File: config.mk
export PLATFORM = sky130hd
export DESIGN_NAME = mem_ctrl_flat
export DESIGN_NICKNAME = d
export VERILOG_FILES = /design/src/rtl/mem_ctrl_pkg.sv /design/src/rtl/mem_ctrl_if.sv /design/src/rtl/mem_ctrl.sv /design/src/flat_wrapper.sv
export SDC_FILE = /design/constraint.sdc
export NUM_CORES = 1
export LEC_CHECK = 0
export ABC_AREA = 1
export BUFFER_PORTS_ARGS = -buffer_cell sky130_fd_sc_hd__buf_2
export CORE_MARGIN = 3
export CORE_UTILIZATION = 51
export DETAILED_ROUTE_END_ITERATION = 8
export PLACE_DENSITY = 0.77
export SLEW_MARGIN = 20
export SYNTH_ARGS = -nofsm -noshare
export SYNTH_HDL_FRONTEND = slang
export SYNTH_SLANG_ARGS = --single-unit
File: constraint.sdc
create_clock -name clk -period 5.5 [get_ports clk]
set_input_delay 0.55 -clock clk [delete_from_list [all_inputs] [get_ports clk]]
set_output_delay 0.55 -clock clk [all_outputs]
set_load 0.005 [all_outputs]
File: src/rtl/mem_ctrl_pkg.sv
// Shared definitions for the byte-serial memory controller: width codes,
// FSM states and byte-lane helpers.
package mem_ctrl_pkg;

  localparam logic        RST_ENABLE = 1'b1;
  localparam logic [31:0] ZERO_WORD  = '0;

  localparam logic [1:0] W_BYTE = 2'b00;
  localparam logic [1:0] W_HALF = 2'b01;
  localparam logic [1:0] W_WORD = 2'b10;

  typedef enum logic [1:0] {IDLE, IF_RD, MEM_RD, MEM_WR} state_t;

  // Width code 11 is treated as a full word.
  function automatic logic [2:0] width_bytes(input logic [1:0] w);
    case (w)
      W_BYTE:         return 3'd1;
      W_HALF:         return 3'd2;
      W_WORD, 2'b11:  return 3'd4;
      default:        return 3'd4;
    endcase
  endfunction

  function automatic logic [31:0] put_byte(input logic [31:0] w, input logic [1:0] lane,
                                           input logic [7:0] b);
    logic [31:0] r;
    r = w;
    r[{lane, 3'b000} +: 8] = b;
    return r;
  endfunction

  function automatic logic [7:0] get_byte(input logic [31:0] w, input logic [1:0] lane);
    return w[{lane, 3'b000} +: 8];
  endfunction

endpackage

File: src/rtl/mem_ctrl_if.sv
// CPU-side request/response signals and the shared 8-bit RAM port.
interface mem_ctrl_if #(parameter int unsigned ADDR_W = 32) ();
  logic              if_req;
  logic [ADDR_W-1:0] if_addr;
  logic              if_flush;
  logic              if_done;
  logic [31:0]       if_inst;
  logic              mem_req;
  logic              mem_wr;
  logic [1:0]        mem_width;
  logic [ADDR_W-1:0] mem_addr;
  logic [31:0]       mem_wdata;
  logic              mem_done;
  logic [31:0]       mem_rdata;
  logic [ADDR_W-1:0] ram_a;
  logic              ram_wr;
  logic [7:0]        ram_dout;
  logic [7:0]        ram_din;

  modport slave (
    input  if_req, if_addr, if_flush, mem_req, mem_wr, mem_width, mem_addr, mem_wdata, ram_din,
    output if_done, if_inst, mem_done, mem_rdata, ram_a, ram_wr, ram_dout
  );

  modport master (
    output if_req, if_addr, if_flush, mem_req, mem_wr, mem_width, mem_addr, mem_wdata, ram_din,
    input  if_done, if_inst, mem_done, mem_rdata, ram_a, ram_wr, ram_dout
  );
endinterface

File: src/rtl/mem_ctrl.sv
// Arbitrates the single byte-wide RAM port between instruction fetch and
// MEM-stage loads/stores, sequencing 1/2/4-byte little-endian transfers.
module mem_ctrl
  import mem_ctrl_pkg::*;
#(
  parameter int unsigned ADDR_W = 32
) (
  input  logic      clk,
  input  logic      rst,
  mem_ctrl_if.slave bus
);

  state_t            state, state_nx;
  logic [2:0]        c, n;
  logic [ADDR_W-1:0] base;
  logic [31:0]       wdata, asm_q, asm_nx;
  logic              done_any, flush_hit;

  assign done_any  = bus.if_done | bus.mem_done;
  assign flush_hit = (state == IF_RD) && bus.if_flush;
  // RAM data arriving in cycle c belongs to the address driven in cycle c-1.
  assign asm_nx    = put_byte(asm_q, 2'(c - 3'd1), bus.ram_din);

  always_ff @(posedge clk) begin
    if (rst == RST_ENABLE) state <= IDLE;
    else                   state <= state_nx;
  end

  always_comb begin
    state_nx = state;
    unique case (state)
      IDLE: begin
        if (!done_any) begin
          if (bus.mem_req)                       state_nx = bus.mem_wr ? MEM_WR : MEM_RD;
          else if (bus.if_req && !bus.if_flush)  state_nx = IF_RD;
        end
      end
      IF_RD:   if (bus.if_flush || c == n) state_nx = IDLE;
      MEM_RD:  if (c == n)                 state_nx = IDLE;
      MEM_WR:  if (c == n - 3'd1)          state_nx = IDLE;
      default: state_nx = IDLE;
    endcase
  end

  always_comb begin
    bus.ram_a    = '0;
    bus.ram_wr   = 1'b0;
    bus.ram_dout = '0;
    unique case (state)
      IF_RD, MEM_RD: if (c < n) bus.ram_a = base + ADDR_W'(c);
      MEM_WR: begin
        bus.ram_a    = base + ADDR_W'(c);
        bus.ram_wr   = 1'b1;
        bus.ram_dout = get_byte(wdata, c[1:0]);
      end
      default: ;
    endcase
  end

  always_ff @(posedge clk) begin
    if (rst == RST_ENABLE) begin
      c             <= '0;
      n             <= '0;
      base          <= '0;
      wdata         <= ZERO_WORD;
      asm_q         <= ZERO_WORD;
      bus.if_done   <= 1'b0;
      bus.mem_done  <= 1'b0;
      bus.if_inst   <= ZERO_WORD;
      bus.mem_rdata <= ZERO_WORD;
    end else begin
      bus.if_done  <= 1'b0;
      bus.mem_done <= 1'b0;
      unique case (state)
        IDLE: begin
          c     <= '0;
          asm_q <= ZERO_WORD;
          if (state_nx == IF_RD) begin
            base <= bus.if_addr;
            n    <= 3'd4;
          end else if (state_nx != IDLE) begin
            base  <= bus.mem_addr;
            n     <= width_bytes(bus.mem_width);
            wdata <= bus.mem_wdata;
          end
        end
        IF_RD, MEM_RD: begin
          c <= c + 3'd1;
          if (c != '0) asm_q <= asm_nx;
          // A flush on the completing edge still suppresses the fetch result.
          if (c == n && !flush_hit) begin
            if (state == IF_RD) begin
              bus.if_inst <= asm_nx;
              bus.if_done <= 1'b1;
            end else begin
              bus.mem_rdata <= asm_nx;
              bus.mem_done  <= 1'b1;
            end
          end
        end
        MEM_WR: begin
          c <= c + 3'd1;
          if (c == n - 3'd1) bus.mem_done <= 1'b1;
        end
        default: ;
      endcase
    end
  end

endmodule

File: src/flat_wrapper.sv
// flat-port wrapper written by rule: the top's interface ports become plain ports
module mem_ctrl_flat import mem_ctrl_pkg::*;
#(
  parameter int unsigned ADDR_W = 32
)
  (clk, rst, bus_if_req, bus_if_addr, bus_if_flush, bus_mem_req, bus_mem_wr, bus_mem_width, bus_mem_addr, bus_mem_wdata, bus_ram_din, bus_if_done, bus_if_inst, bus_mem_done, bus_mem_rdata, bus_ram_a, bus_ram_wr, bus_ram_dout);
  mem_ctrl_if #(.ADDR_W(ADDR_W)) bus_i ();
  input  logic clk;
  input  logic rst;
  input wire logic [$bits(bus_i.if_req)-1:0] bus_if_req;
  input wire logic [$bits(bus_i.if_addr)-1:0] bus_if_addr;
  input wire logic [$bits(bus_i.if_flush)-1:0] bus_if_flush;
  input wire logic [$bits(bus_i.mem_req)-1:0] bus_mem_req;
  input wire logic [$bits(bus_i.mem_wr)-1:0] bus_mem_wr;
  input wire logic [$bits(bus_i.mem_width)-1:0] bus_mem_width;
  input wire logic [$bits(bus_i.mem_addr)-1:0] bus_mem_addr;
  input wire logic [$bits(bus_i.mem_wdata)-1:0] bus_mem_wdata;
  input wire logic [$bits(bus_i.ram_din)-1:0] bus_ram_din;
  output wire logic [$bits(bus_i.if_done)-1:0] bus_if_done;
  output wire logic [$bits(bus_i.if_inst)-1:0] bus_if_inst;
  output wire logic [$bits(bus_i.mem_done)-1:0] bus_mem_done;
  output wire logic [$bits(bus_i.mem_rdata)-1:0] bus_mem_rdata;
  output wire logic [$bits(bus_i.ram_a)-1:0] bus_ram_a;
  output wire logic [$bits(bus_i.ram_wr)-1:0] bus_ram_wr;
  output wire logic [$bits(bus_i.ram_dout)-1:0] bus_ram_dout;
  assign bus_i.if_req = bus_if_req;
  assign bus_i.if_addr = bus_if_addr;
  assign bus_i.if_flush = bus_if_flush;
  assign bus_i.mem_req = bus_mem_req;
  assign bus_i.mem_wr = bus_mem_wr;
  assign bus_i.mem_width = bus_mem_width;
  assign bus_i.mem_addr = bus_mem_addr;
  assign bus_i.mem_wdata = bus_mem_wdata;
  assign bus_i.ram_din = bus_ram_din;
  assign bus_if_done = bus_i.if_done;
  assign bus_if_inst = bus_i.if_inst;
  assign bus_mem_done = bus_i.mem_done;
  assign bus_mem_rdata = bus_i.mem_rdata;
  assign bus_ram_a = bus_i.ram_a;
  assign bus_ram_wr = bus_i.ram_wr;
  assign bus_ram_dout = bus_i.ram_dout;
  mem_ctrl #(.ADDR_W(ADDR_W)) u_core (.clk(clk), .rst(rst), .bus(bus_i));
endmodule
# Word-level counts from Yosys, hierarchy flattened

Index checks and enable logic that the tools add are counted.
Widths: inputs -> output; s select.

Add/sub/neg operators: 5
Multiply operators: 0
Div/mod/pow operators: 0
$lt $le $gt $ge: 1
Equality and inequality tests: 10
Shift operators: 3
Mux-type cells: 26
Bitwise operators: 5
Reduce and logical (&&, ||, !) cells: 21

Operator list:

| kind                   | count |
|---|---|
| $mux 32                | 4 |
| $pmux 32 s2            | 2 |
| $add 32x3->32          | 1 |
| $bwmux 32              | 1 |
| $shift 8x7->32 const A | 1 |
| $shiftx 32x6->8        | 1 |
| $shiftx 8x7->32        | 1 |
| $mux 2                 | 6 |
| $pmux 3 s3             | 1 |
| $reduce_and 3->1       | 3 |
| $eq 2x2->1 const B     | 4 |
| $mux 8                 | 1 |
| $pmux 2 s4             | 1 |
| $neg 5->7              | 1 |
| $eq 2x1->1 const B     | 3 |
| $eq 3x3->1             | 2 |
| $mux 1                 | 6 |
| $mux 3                 | 2 |
| $pmux 3 s2             | 1 |
| $reduce_bool 2->1      | 3 |
| $reduce_or 3->1        | 2 |
| $logic_not 2->1        | 2 |
| $not 1->1              | 4 |
| $reduce_and 2->1       | 2 |
| other kinds (12)       | 16 |

Flip-flop bits (word level): 170
Latch bits: 0
Bits in writable memories: 0
Bits in read-only memories: 0
Output and inout bits: 107
Memories: 0

# Depth between registers and ports, before layout

Word-level depth: 9
Mapped depth: 18
Mapped depth without buffers: 16

# Worst setup path before layout

No wires, ideal clock.

Kind: register to output
Start point: reg u_core.c[1]
End point: out bus_ram_a[30]
Arrival time: 2.378 ns
Data required time: 4.950 ns
Slack: 2.572 ns
Stages on the path, launching flop included: 14
Path buffers: 1
Cells stage by stage: dfxtp_1 -> buf_6 -> clkinv_1 -> fa_1 -> inv_1 -> nand2_1 -> a21oi_2 -> nand2_2 -> nor2_1 -> nand2_1 -> nor3_4 -> nand3_1 -> o21ai_0 -> nor2_1

Longest elaborated chain between the ends: 3
Elaborated cells on any way between the ends: 4

RTL lines:

| what                                               | line                           | text |
|---|---|---|
| from (decl)                                        | mem_ctrl.sv:14                 | `logic [2:0] c, n;` |
| from (signal assigned)                             | mem_ctrl.sv:88                 | `c <= c + 3'd1;` |
| from (signal assigned)                             | mem_ctrl.sv:102                | `c <= c + 3'd1;` |
| $add 32x3->32 / $lt 3x3->1 (equally long branches) | mem_ctrl.sv:50, mem_ctrl.sv:52 |  |
| $mux 32                                            | mem_ctrl.sv:50                 | `IF_RD, MEM_RD: if (c < n) bus.ram_a = base + ADDR_W'(c);` |
| $pmux 32 s2 (*)                                    | mem_ctrl.sv:49                 | `unique case (state)` |
| to (decl)                                          | flat_wrapper.sv:23             | `output wire logic [$bits(bus_i.ram_a)-1:0] bus_ram_a;` |

Every way passes the cells marked *; elsewhere a longest branch is shown, timed or not.

# Final worst setup path

Ends and elaborated chain as after synthesis.

==> qor.csv <==
metric;value;unit
status;completed;
period_share;76.6;%
wl;25200;µm
reg2reg_to;u_core.n[0];
tightest_slew;1.07;ns
drive_above_1_share;22.0;%
cp.arrival;3.66;ns
cap_violations;0;
final_common_cell;nor2_1;
synth_seq_area_share;38.4;%
p_per_area;416;nW/µm²
r2r_setup_slack;2.31;ns
drtPass1Iterations;5;
post_cts_resized;0;
regToRegStartpoint;u_core.state[1];
clock_latency;0.44;ns
portBuffers;218;
crit_type;reg -> out;
final_cell_mix;nor2_1, buf_2, nand2_1, dfxtp_1, a21oi_1;
path_clk_slew;0.07;ns
power;4.36;mW
initial_utilization;52.8;%
cts_hold_buf;0;
holdPathEnd;u_core.wdata[4];
fp.coreArea;16800;µm²
die_w;138;µm
utilization;62.6;%
via_count;9086;
fin_area;10500;µm²
cts_tree;yes;
clock_sinks;170;
cts_setup_buffers;0;
post_dp_cell_area;9870;µm²
worst_setup_path_start_kind;flip-flop;
antenna_found_initial;0;
cts_buffers;17;
synth_edf_count;0;
die_area;19000;µm²
setup_tns;0;ns
yosysWarningCount;0;
netlist.top_cell.by_area;dfxtp_1;
power.leakage;4.58;nW
viasPerCell;5.42;
setup_violations;0;
worstRegToRegCells;11;
critPathBufInv;3;
clk_path_buf_depth;2;
grt_pass1_vias;8232;
drt_iter0_drc;674;
hold_class;in -> reg;
min_from;bus_mem_wdata[4];
syn_nets;1406;
fmax;237;MHz
cp_top_family;simple AND/OR/NAND/NOR gates;
synthTopCellsByArea;dfxtp_1, nor2_1, nand2_1, a21oi_1, o21ai_0;
h-tree-depth;4;
synthFlopType;dfxtp_1;
grt_util_all_layers;26.1;%
cpPeakStageDelay;0.70;ns
io_pins;219;
fillers;1580;
syn_to_final_growth;18.5;%
wl_per_cell;15.0;µm
hold_depth;3;
rows;47;
syn-cell-area;8850;µm²
syn_area_per_cell;6.94;µm²
yosys.area.top_type_share;38.4;%
rsz0062_at_grt;no;
synth_seq_cells;170;
grt_max_degree;69;
period_minus_slack;4.21;ns
drc;0;
ant_nets;0;
crit_path_top_delay_cell;dfxtp_1;
required;4.95;ns
place_congestion;0.899;
hold_viol_final;0;
synth_cell_types;41;
skew;0.00977;ns
die_h;138;µm
fin_nets;1572;
postSynthCellCount;1276;
grt_pass1_wl;39800;µm
path_cells;clkinv_1 -> fa_1 -> inv_1 -> nand2_1 -> a21oi_2 -> nand2_2 -> nor2_1 -> nand2_1 -> nor3_4 -> nand3_1 -> o21ai_0 -> nor2_1 -> buf_2;
dp_hpwl;17400;µm
diodes;0;
async_flop_share;0;%
end_kind;primary output;
cp_max_fo;16;
slew_viol_final;0;
irDropWorstVdd;0.324;mV
slew_headroom;28.4;%
root_buffer;clkbuf_16;
grt-ovfl-total;0;
## state kept, by name, summed over array words and instances (netlist names)
signal,count
u_core.asm_q,32
u_core.n,3
u_core.bus.if_inst,32
u_core.base,32
u_core.state,2
u_core.c,3
u_core.bus.mem_done,1
u_core.wdata,32
u_core.bus.if_done,1
u_core.bus.mem_rdata,32
## Yosys cell counts, types with 3 or more instances
cell	number
a21boi_2	10
a21boi_1	11
nand4_1	12
a21boi_0	11
nor2_2	3
buf_2	16
a31oi_1	3
a21oi_1	124
inv_1	110
nor2_1	225
buf_6	11
clkbuf_1	49
nand3_1	75
inv_2	3
o22ai_1	24
ha_1	17
nand3_2	22
o32ai_1	9
nand2_1	203
o21ai_0	120
dfxtp_1	170
nor3_1	14
nand2_2	7
## layout make-up
cell class / count / area, µm² / share of cell area (%)
clock buffer: 18 / 439 / 4.19
tap: 220 / 275 / 2.62
sequential: 170 / 3400 / 32.4
clock inverter: 14 / 176 / 1.68
timing repair buffer: 228 / 1170 / 11.1
multi-input combinational: 910 / 4600 / 43.8
inverter: 115 / 432 / 4.12
## kinds of logic after synthesis
family                     count (synthesis)  share of synthesized area, %
xor gates and xnor gates                   2                         0.198
buffers and inverters                    196                          9.88
adders and majority gates                 18                          2.63
and+or+nand+nor                          568                          28.1
DFF                                      170                          38.4
AOI/OAI and AO/OA                        322                          20.7
## per-stage QoR
stage | cells | hold slack [ns] | setup WS (ns)
after floorplan | 1276 | 0.430 | 2.57
after global placement | 1643 | 0.442 | 1.95
after detailed placement | 1643 | 0.453 | 1.84
after CTS | 1675 | 0.322 | 1.34
after global routing | 1675 | 0.341 | 0.941
final | 1675 | 0.335 | 1.29
## worst register-to-register path, cell delays in order (launching register included)
cell	delay, ns
dfxtp_1	0.33
inv_1	0.16
ha_1	0.40
nand2_2	0.15
a21oi_4	0.43
inv_2	0.43
nand2_4	0.61
inv_1	0.13
or2_0	0.24
o21ai_0	0.09
inv_1	0.06
nor2_1	0.11
## layer usage
layer	wire, µm	GRT usage (%)	vias to the layer above
li1	-	-	4536
met1	11300	35.6	4137
met2	11500	42.2	380
met3	2020	4.78	33
met4	384	7.85	0
met5	0	0	-
## report_power, final
group	leakage, nW	switching, mW	internal, mW	total (mW)
registers	1.39	0.182	1.45	1.63
clock network	0.293	0.546	0.700	1.25
logic	2.90	1.02	0.462	1.48
## worst max path at each step
| stage | startpoint | depth (start not counted) | to |
|---|---|---|---|
| finish | u_core.c[1] | 13 | bus_ram_a[30] |
| global route | u_core.c[1] | 13 | bus_ram_a[30] |
| CTS | u_core.c[1] | 13 | bus_ram_a[30] |
| detailed placement | u_core.c[1] | 13 | bus_ram_a[30] |
| global placement | u_core.c[1] | 13 | bus_ram_a[30] |
| floorplan | u_core.c[1] | 13 | bus_ram_a[30] |
No activity file was read; power rests on OpenSTA's default activity.
